**src/rtl/seg7_scan_decoder_if.sv**
```systemverilog
// Display-bus bundle for the seven-segment readback decoder.
// The scanned anode/segment lines go in, and the reconstructed digits come out.
interface seg7_scan_decoder_if #(
    parameter int DIGITS = 4
);
    logic [DIGITS-1:0]   an;
    logic [6:0]          seg;
    logic [4*DIGITS-1:0] bcd;
    logic [DIGITS-1:0]   blank;
    logic                valid;
    logic                err;

    modport master (output an, seg, input bcd, blank, valid, err);
    modport slave  (input an, seg, output bcd, blank, valid, err);
endinterface

```
**src/rtl/seg7_scan_decoder.sv**
```systemverilog
// Watches a multiplexed active-low seven-segment bus and rebuilds the BCD digits.
// It publishes a frame only after MATCH identical complete scan frames.
//
// state     | meaning
// ST_IDLE   | no single active anode (gap)
// ST_SETTLE | anode active, counting consecutive identical cycles
// ST_SAMPLE | captured segments decoded into the frame slot
// ST_HOLD   | activation already sampled, waiting for anode change
module seg7_scan_decoder #(
    parameter int DIGITS = 4,
    parameter int SETTLE = 4,
    parameter int MATCH  = 2
) (
    input logic                clk,
    input logic                rst_n,
    seg7_scan_decoder_if.slave bus
);
    localparam int IW = (DIGITS > 1) ? $clog2(DIGITS) : 1;
    localparam int CW = $clog2(SETTLE + 1);
    localparam int MW = $clog2(MATCH + 1);

    typedef enum logic [1:0] {ST_IDLE, ST_SETTLE, ST_SAMPLE, ST_HOLD} state_t;

    state_t              state_q, state_d;
    logic [DIGITS-1:0]   an_q, an_last_q;
    logic [6:0]          seg_q;
    logic [CW-1:0]       cnt_q, cnt_d, run_c;
    logic [6:0]          smp_seg_q, smp_seg_d;
    logic [IW-1:0]       smp_idx_q, smp_idx_d, idx_c;
    logic [3:0]          zeros_c;
    logic                active_c, same_c;

    logic [DIGITS-1:0]   filled_q, filled_d;
    logic [4*DIGITS-1:0] slot_bcd_q, slot_bcd_d;
    logic [DIGITS-1:0]   slot_blank_q, slot_blank_d;
    logic [4*DIGITS-1:0] prev_bcd_q, prev_bcd_d;
    logic [DIGITS-1:0]   prev_blank_q, prev_blank_d;
    logic [MW-1:0]       match_q, match_d;
    logic                pub_q, pub_d;
    logic [4*DIGITS-1:0] bcd_q, bcd_d;
    logic [DIGITS-1:0]   blank_q, blank_d;
    logic                valid_q, valid_d;
    logic                err_q, err_d;

    logic [5:0]          dec_c;
    logic [DIGITS-1:0]   fill_c;
    logic [4*DIGITS-1:0] frame_bcd_c;
    logic [DIGITS-1:0]   frame_blank_c;

    // Returns {legal, blank, nibble}; the pattern is written g..a.
    function automatic logic [5:0] seg_decode(input logic [6:0] s);
        case (s)
            7'h40:   seg_decode = {2'b10, 4'd0};
            7'h79:   seg_decode = {2'b10, 4'd1};
            7'h24:   seg_decode = {2'b10, 4'd2};
            7'h30:   seg_decode = {2'b10, 4'd3};
            7'h19:   seg_decode = {2'b10, 4'd4};
            7'h12:   seg_decode = {2'b10, 4'd5};
            7'h02:   seg_decode = {2'b10, 4'd6};
            7'h78:   seg_decode = {2'b10, 4'd7};
            7'h00:   seg_decode = {2'b10, 4'd8};
            7'h10:   seg_decode = {2'b10, 4'd9};
            7'h7F:   seg_decode = {2'b11, 4'hF};
            default: seg_decode = 6'b00_0000;
        endcase
    endfunction

    always_comb begin
        zeros_c = 4'd0;
        idx_c   = '0;
        for (int i = 0; i < DIGITS; i++) begin
            if (!an_q[i]) begin
                zeros_c = zeros_c + 4'd1;
                idx_c   = IW'(i);
            end
        end
        active_c = (zeros_c == 4'd1);
        same_c   = (an_q == an_last_q);

        if (!same_c)
            run_c = CW'(1);
        else if (cnt_q == CW'(SETTLE))
            run_c = cnt_q;
        else
            run_c = cnt_q + CW'(1);
        cnt_d = active_c ? run_c : '0;

        state_d = state_q;
        if (!active_c)
            state_d = ST_IDLE;
        else if (same_c && (state_q == ST_SAMPLE || state_q == ST_HOLD))
            state_d = ST_HOLD;
        else if (run_c == CW'(SETTLE))
            state_d = ST_SAMPLE;
        else
            state_d = ST_SETTLE;

        smp_seg_d = smp_seg_q;
        smp_idx_d = smp_idx_q;
        if (state_d == ST_SAMPLE) begin
            smp_seg_d = seg_q;
            smp_idx_d = idx_c;
        end
    end

    always_comb begin
        filled_d      = filled_q;
        slot_bcd_d    = slot_bcd_q;
        slot_blank_d  = slot_blank_q;
        prev_bcd_d    = prev_bcd_q;
        prev_blank_d  = prev_blank_q;
        match_d       = match_q;
        pub_d         = pub_q;
        bcd_d         = bcd_q;
        blank_d       = blank_q;
        valid_d       = 1'b0;
        err_d         = 1'b0;
        dec_c         = seg_decode(smp_seg_q);
        fill_c        = filled_q;
        frame_bcd_c   = slot_bcd_q;
        frame_blank_c = slot_blank_q;

        if (state_q == ST_SAMPLE) begin
            if (!dec_c[5]) begin
                err_d    = 1'b1;
                filled_d = '0;
                match_d  = '0;
            end else begin
                // Revisiting a filled slot means the scan wrapped early: start over.
                if (filled_q[smp_idx_q])
                    fill_c = '0;
                fill_c[smp_idx_q]                   = 1'b1;
                frame_bcd_c[{smp_idx_q, 2'b00} +: 4] = dec_c[3:0];
                frame_blank_c[smp_idx_q]            = dec_c[4];

                if (&fill_c) begin
                    if (frame_bcd_c == prev_bcd_q && frame_blank_c == prev_blank_q)
                        match_d = (match_q == MW'(MATCH)) ? match_q : match_q + MW'(1);
                    else
                        match_d = MW'(1);
                    prev_bcd_d   = frame_bcd_c;
                    prev_blank_d = frame_blank_c;
                    filled_d     = '0;
                    if (match_d == MW'(MATCH) &&
                        (!pub_q || frame_bcd_c != bcd_q || frame_blank_c != blank_q)) begin
                        bcd_d   = frame_bcd_c;
                        blank_d = frame_blank_c;
                        valid_d = 1'b1;
                        pub_d   = 1'b1;
                    end
                end else begin
                    filled_d     = fill_c;
                    slot_bcd_d   = frame_bcd_c;
                    slot_blank_d = frame_blank_c;
                end
            end
        end
    end

    always_ff @(posedge clk) begin
        if (!rst_n) begin
            state_q      <= ST_IDLE;
            an_q         <= '1;
            an_last_q    <= '1;
            seg_q        <= 7'h7F;
            cnt_q        <= '0;
            smp_seg_q    <= 7'h7F;
            smp_idx_q    <= '0;
            filled_q     <= '0;
            slot_bcd_q   <= '0;
            slot_blank_q <= '0;
            prev_bcd_q   <= '0;
            prev_blank_q <= '0;
            match_q      <= '0;
            pub_q        <= 1'b0;
            bcd_q        <= '0;
            blank_q      <= '1;
            valid_q      <= 1'b0;
            err_q        <= 1'b0;
        end else begin
            state_q      <= state_d;
            an_q         <= bus.an;
            an_last_q    <= an_q;
            seg_q        <= bus.seg;
            cnt_q        <= cnt_d;
            smp_seg_q    <= smp_seg_d;
            smp_idx_q    <= smp_idx_d;
            filled_q     <= filled_d;
            slot_bcd_q   <= slot_bcd_d;
            slot_blank_q <= slot_blank_d;
            prev_bcd_q   <= prev_bcd_d;
            prev_blank_q <= prev_blank_d;
            match_q      <= match_d;
            pub_q        <= pub_d;
            bcd_q        <= bcd_d;
            blank_q      <= blank_d;
            valid_q      <= valid_d;
            err_q        <= err_d;
        end
    end

    assign bus.bcd   = bcd_q;
    assign bus.blank = blank_q;
    assign bus.valid = valid_q;
    assign bus.err   = err_q;
endmodule

```
**src/flat_wrapper.sv**
```systemverilog
// flat-port wrapper written by rule: the top's interface ports become plain ports
module seg7_scan_decoder_flat 
#(
    parameter int DIGITS = 4,
    parameter int SETTLE = 4,
    parameter int MATCH  = 2
)
  (clk, rst_n, bus_an, bus_seg, bus_bcd, bus_blank, bus_valid, bus_err);
  seg7_scan_decoder_if #(.DIGITS(DIGITS)) bus_i ();
  input logic clk;
  input logic rst_n;
  input wire logic [$bits(bus_i.an)-1:0] bus_an;
  input wire logic [$bits(bus_i.seg)-1:0] bus_seg;
  output wire logic [$bits(bus_i.bcd)-1:0] bus_bcd;
  output wire logic [$bits(bus_i.blank)-1:0] bus_blank;
  output wire logic [$bits(bus_i.valid)-1:0] bus_valid;
  output wire logic [$bits(bus_i.err)-1:0] bus_err;
  assign bus_i.an = bus_an;
  assign bus_i.seg = bus_seg;
  assign bus_bcd = bus_i.bcd;
  assign bus_blank = bus_i.blank;
  assign bus_valid = bus_i.valid;
  assign bus_err = bus_i.err;
  seg7_scan_decoder #(.DIGITS(DIGITS), .SETTLE(SETTLE), .MATCH(MATCH)) u_core (.clk(clk), .rst_n(rst_n), .bus(bus_i));
endmodule
```
**config.mk**
```make
export PLATFORM = sky130hd
export DESIGN_NAME = seg7_scan_decoder_flat
export DESIGN_NICKNAME = d
export VERILOG_FILES = /design/src/rtl/seg7_scan_decoder_if.sv /design/src/rtl/seg7_scan_decoder.sv /design/src/flat_wrapper.sv
export SDC_FILE = /design/constraint.sdc
export NUM_CORES = 1
export LEC_CHECK = 0
export ABC_AREA = 0
export BUFFER_PORTS_ARGS = -buffer_cell sky130_fd_sc_hd__buf_2
export CAP_MARGIN = 10
export CORE_ASPECT_RATIO = 1.5
export CORE_MARGIN = 2
export CORE_UTILIZATION = 45
export CTS_CLUSTER_DIAMETER = 100
export CTS_CLUSTER_SIZE = 10
export DETAILED_ROUTE_END_ITERATION = 12
export PLACE_DENSITY = 0.58
export SKIP_LAST_GASP = 1
export SLEW_MARGIN = 20
export SYNTH_ARGS = -nofsm -noshare
export SYNTH_HDL_FRONTEND = slang
export SYNTH_SLANG_ARGS = --single-unit
```
**constraint.sdc**
```tcl
create_clock -name clk -period 5.6 [get_ports clk]
set_input_delay 0.28 -clock clk [delete_from_list [all_inputs] [get_ports clk]]
set_output_delay 0.28 -clock clk [all_outputs]
set_load 0.03 [all_outputs]
```
==> impl_metrics.tcl <==
set metrics [dict create \
    rsz0062_at_grt "false" \
    nets 659 \
    grt_pass1_vias 4537 \
    overflow 0 \
    skew_ps 7.737 \
    clk_path_buf_depth 2 \
    antenna_left 0 \
    diodes 0 \
    layout-drive-gt1-share_pct 10.92 \
    die_w_um 92.91 \
    status "finished, final reports clean" \
    power_density_nw_per_um2 235.4 \
    cts_buffers 9 \
    setup_violations 0 \
    fill_cells 1145 \
    yosysWarnings 0 \
    period_minus_slack_ps 4661 \
    crit_required_ps 5840 \
    critPathCaptureType "flop" \
    core_area_um2 11530 \
    cts_root_buffer "clkbuf_16" \
    hpwl_um 11590 \
    cts_tree "done" \
    firstDrtPassIters 7 \
    grtUsageTotal_pct 25.05 \
    cp_top_family "simple AND/OR/NAND/NOR gates" \
    syn_area_um2 5335 \
    synth-seq-cells 98 \
    postCtsSetupRepairBufs 0 \
    cts_sinks 98 \
    fin_area_um2 5854 \
    drv_slew 0 \
    arrival_ps 4900 \
    place_area_um2 5552 \
    area.growth.synth_to_final_pct 9.733 \
    dieArea_um2 12760 \
    wire_per_inst_um 19.96 \
    cts_resized 0 \
    grt_pass1_wl_um 24290 \
    grtUsageMet1_pct 28.07 \
    ios 35 \
    critPathMaxFanout 14 \
    async_flop_share_pct 0 \
    start_util_pct 46.27 \
    hp-class "input port to flop" \
    holdBufCountCts 0 \
    synth_ff_type "dfxtp_1" \
    max-cap-violations 0 \
    fmax_mhz 214.5 \
    drt_iter0_markers 347 \
    avgSynthCellArea_um2 8.523 \
    hold_violations 0 \
    h-tree-depth 3 \
    grt_max_degree 48 \
    syn_inst 626 \
    slew_headroom_pct 18.74 \
    vias_per_cell 6.062 \
    path_class "flop to flop" \
    gp_congestion 0.9675 \
    path_cells "inv_1, ha_1, nor4bb_1, nand2_1, o221ai_1, xnor2_1, nand4_1, nor4_2, o2111a_2, mux2_2" \
    wl_um 15790 \
    grt_use_met3_pct 3.720 \
    synth_cell_types 66 \
    syn_nets 649 \
    busiest_layer "met2" \
    antenna_found_initial 0 \
    drc 0 \
    worst_pin_slew_ps 1203 \
    total_power_w 0.001378 \
    cpMaxStageDelayCell "nor4bb_1" \
    ys_seq_area_share_pct 36.77 \
    use_met2_pct 44.97 \
    die_y_um 137.4 \
    leakage_nw 2.100 \
    max-vdd-ir-drop_uv 138.8 \
    clkSlewWorstSetupHoldPaths_ps 70 \
    slowest_delay_ps 1050 \
    post-route-period-util_pct 83.24 \
    rows 48 \
    portBuffers 34 \
    num_vias 4795 \
    start_kind "flop" \
    clk_latency_ps 350 \
    synth-edff-count 0 \
    setup_tns_ps 0 \
    worst-path-buf-inv 1 \
]
[layout make-up]
type,instances,area [um2],area share (%)
clock buffers,11,232.7,3.975
clock inverters,5,63.81,1.090
inverters,18,67.56,1.154
multi-input cells,471,3141,53.64
flip-flops and latches,98,1962,33.51
well taps,150,187.7,3.206
repair buffers,38,200.2,3.420
[logic make-up (layout without fill, tap and decap cells)]
family | Yosys count | in the layout | synth area share (%)
xor+xnor | 26 | 26 | 4.268
flops | 98 | 98 | 36.77
simple gates | 248 | 248 | 23.90
mux | 42 | 42 | 8.232
compound gates | 145 | 145 | 19.96
buf+inv | 57 | 72 | 4.526
fa+ha+maj | 10 | 10 | 2.345
[cells in the mapped netlist, types with 7 or more instances]
cell type / n / share of area [%]
ha_1: 10 / 2.3
o22ai_1: 13 / 1.5
o21ai_0: 15 / 1.4
dfxtp_1: 98 / 37
nor2_1: 64 / 4.5
clkbuf_1: 29 / 2.0
buf_2: 7 / 0.66
nor3_1: 12 / 1.1
a211oi_1: 41 / 5.8
mux2i_1: 36 / 6.8
xor2_1: 7 / 1.1
nand2b_1: 46 / 5.4
xnor2_1: 19 / 3.1
a21boi_0: 7 / 0.98
nor2b_1: 10 / 1.2
inv_1: 18 / 1.3
nand2_1: 60 / 4.2
a21oi_1: 12 / 1.1
nand3_1: 9 / 0.84
a22oi_1: 11 / 1.5
[state kept, by name (all words and copies together), names as in the netlist, 3 cells and up]
register	flops
u_core.prev_bcd_q	16
u_core.bus.blank	4
u_core.smp_seg_q	7
u_core.an_last_q	4
u_core.slot_bcd_q	16
u_core.prev_blank_q	4
u_core.seg_q	7
u_core.slot_blank_q	4
u_core.bus.bcd	16
u_core.cnt_q	3
u_core.filled_q	4
u_core.an_q	4
[path summary, 6_finish.rpt]
kind                                           from             endpoint  slack [ps]  cells after the start
worst max register to register  u_core.smp_idx_q[0]  u_core.bus.blank[3]         940                     10
worst min-delay path                     bus_seg[3]      u_core.seg_q[3]         110                      2
worst max-delay path            u_core.smp_idx_q[0]  u_core.bus.blank[3]         940                     10
worst min register to register      u_core.seg_q[2]  u_core.smp_seg_q[2]         440                      2
[cells in the final DEF (no fill, tap or decap), types with 11 or more instances in the layout]
cell / count
dfxtp_1: 98
nor2_1: 63
nand2_1: 60
nand2b_1: 46
a211oi_1: 41
mux2i_1: 36
buf_2: 34
xnor2_1: 19
inv_1: 18
o21ai_0: 15
o22ai_1: 13
a21oi_1: 12
nor3_1: 12
a22oi_1: 11
[stage by stage]
step / instances / setup slack (ps) / hold WS [ps] / utilization [%]
floorplan: 626 / 2092 / 381.5 / -
global placement: 775 / 1311 / 425.1 / 48.14
detailed placement: 775 / 1115 / 432.1 / 48.14
CTS: 791 / 1085 / 95.72 / 50.72
global route: 791 / 676.0 / 102.6 / 50.77
finish: 791 / 938.6 / 107.0 / 50.77
[routing by layer]
metal / vias up / share of wire [%] / routed length [um]
met2: 167 / 52 / 8192
met4: 0 / 4.7 / 738
met5: - / 0 / 0
met3: 45 / 4.3 / 672
met1: 2305 / 39 / 6185
li1: 2278 / - / -
[power by group]
group	switching [W]	internal [W]
registers	0.00000404	0.000703
clock network	0.000279	0.000350
logic	0.0000258	0.0000154
Power figures use the tool's default switching activity.
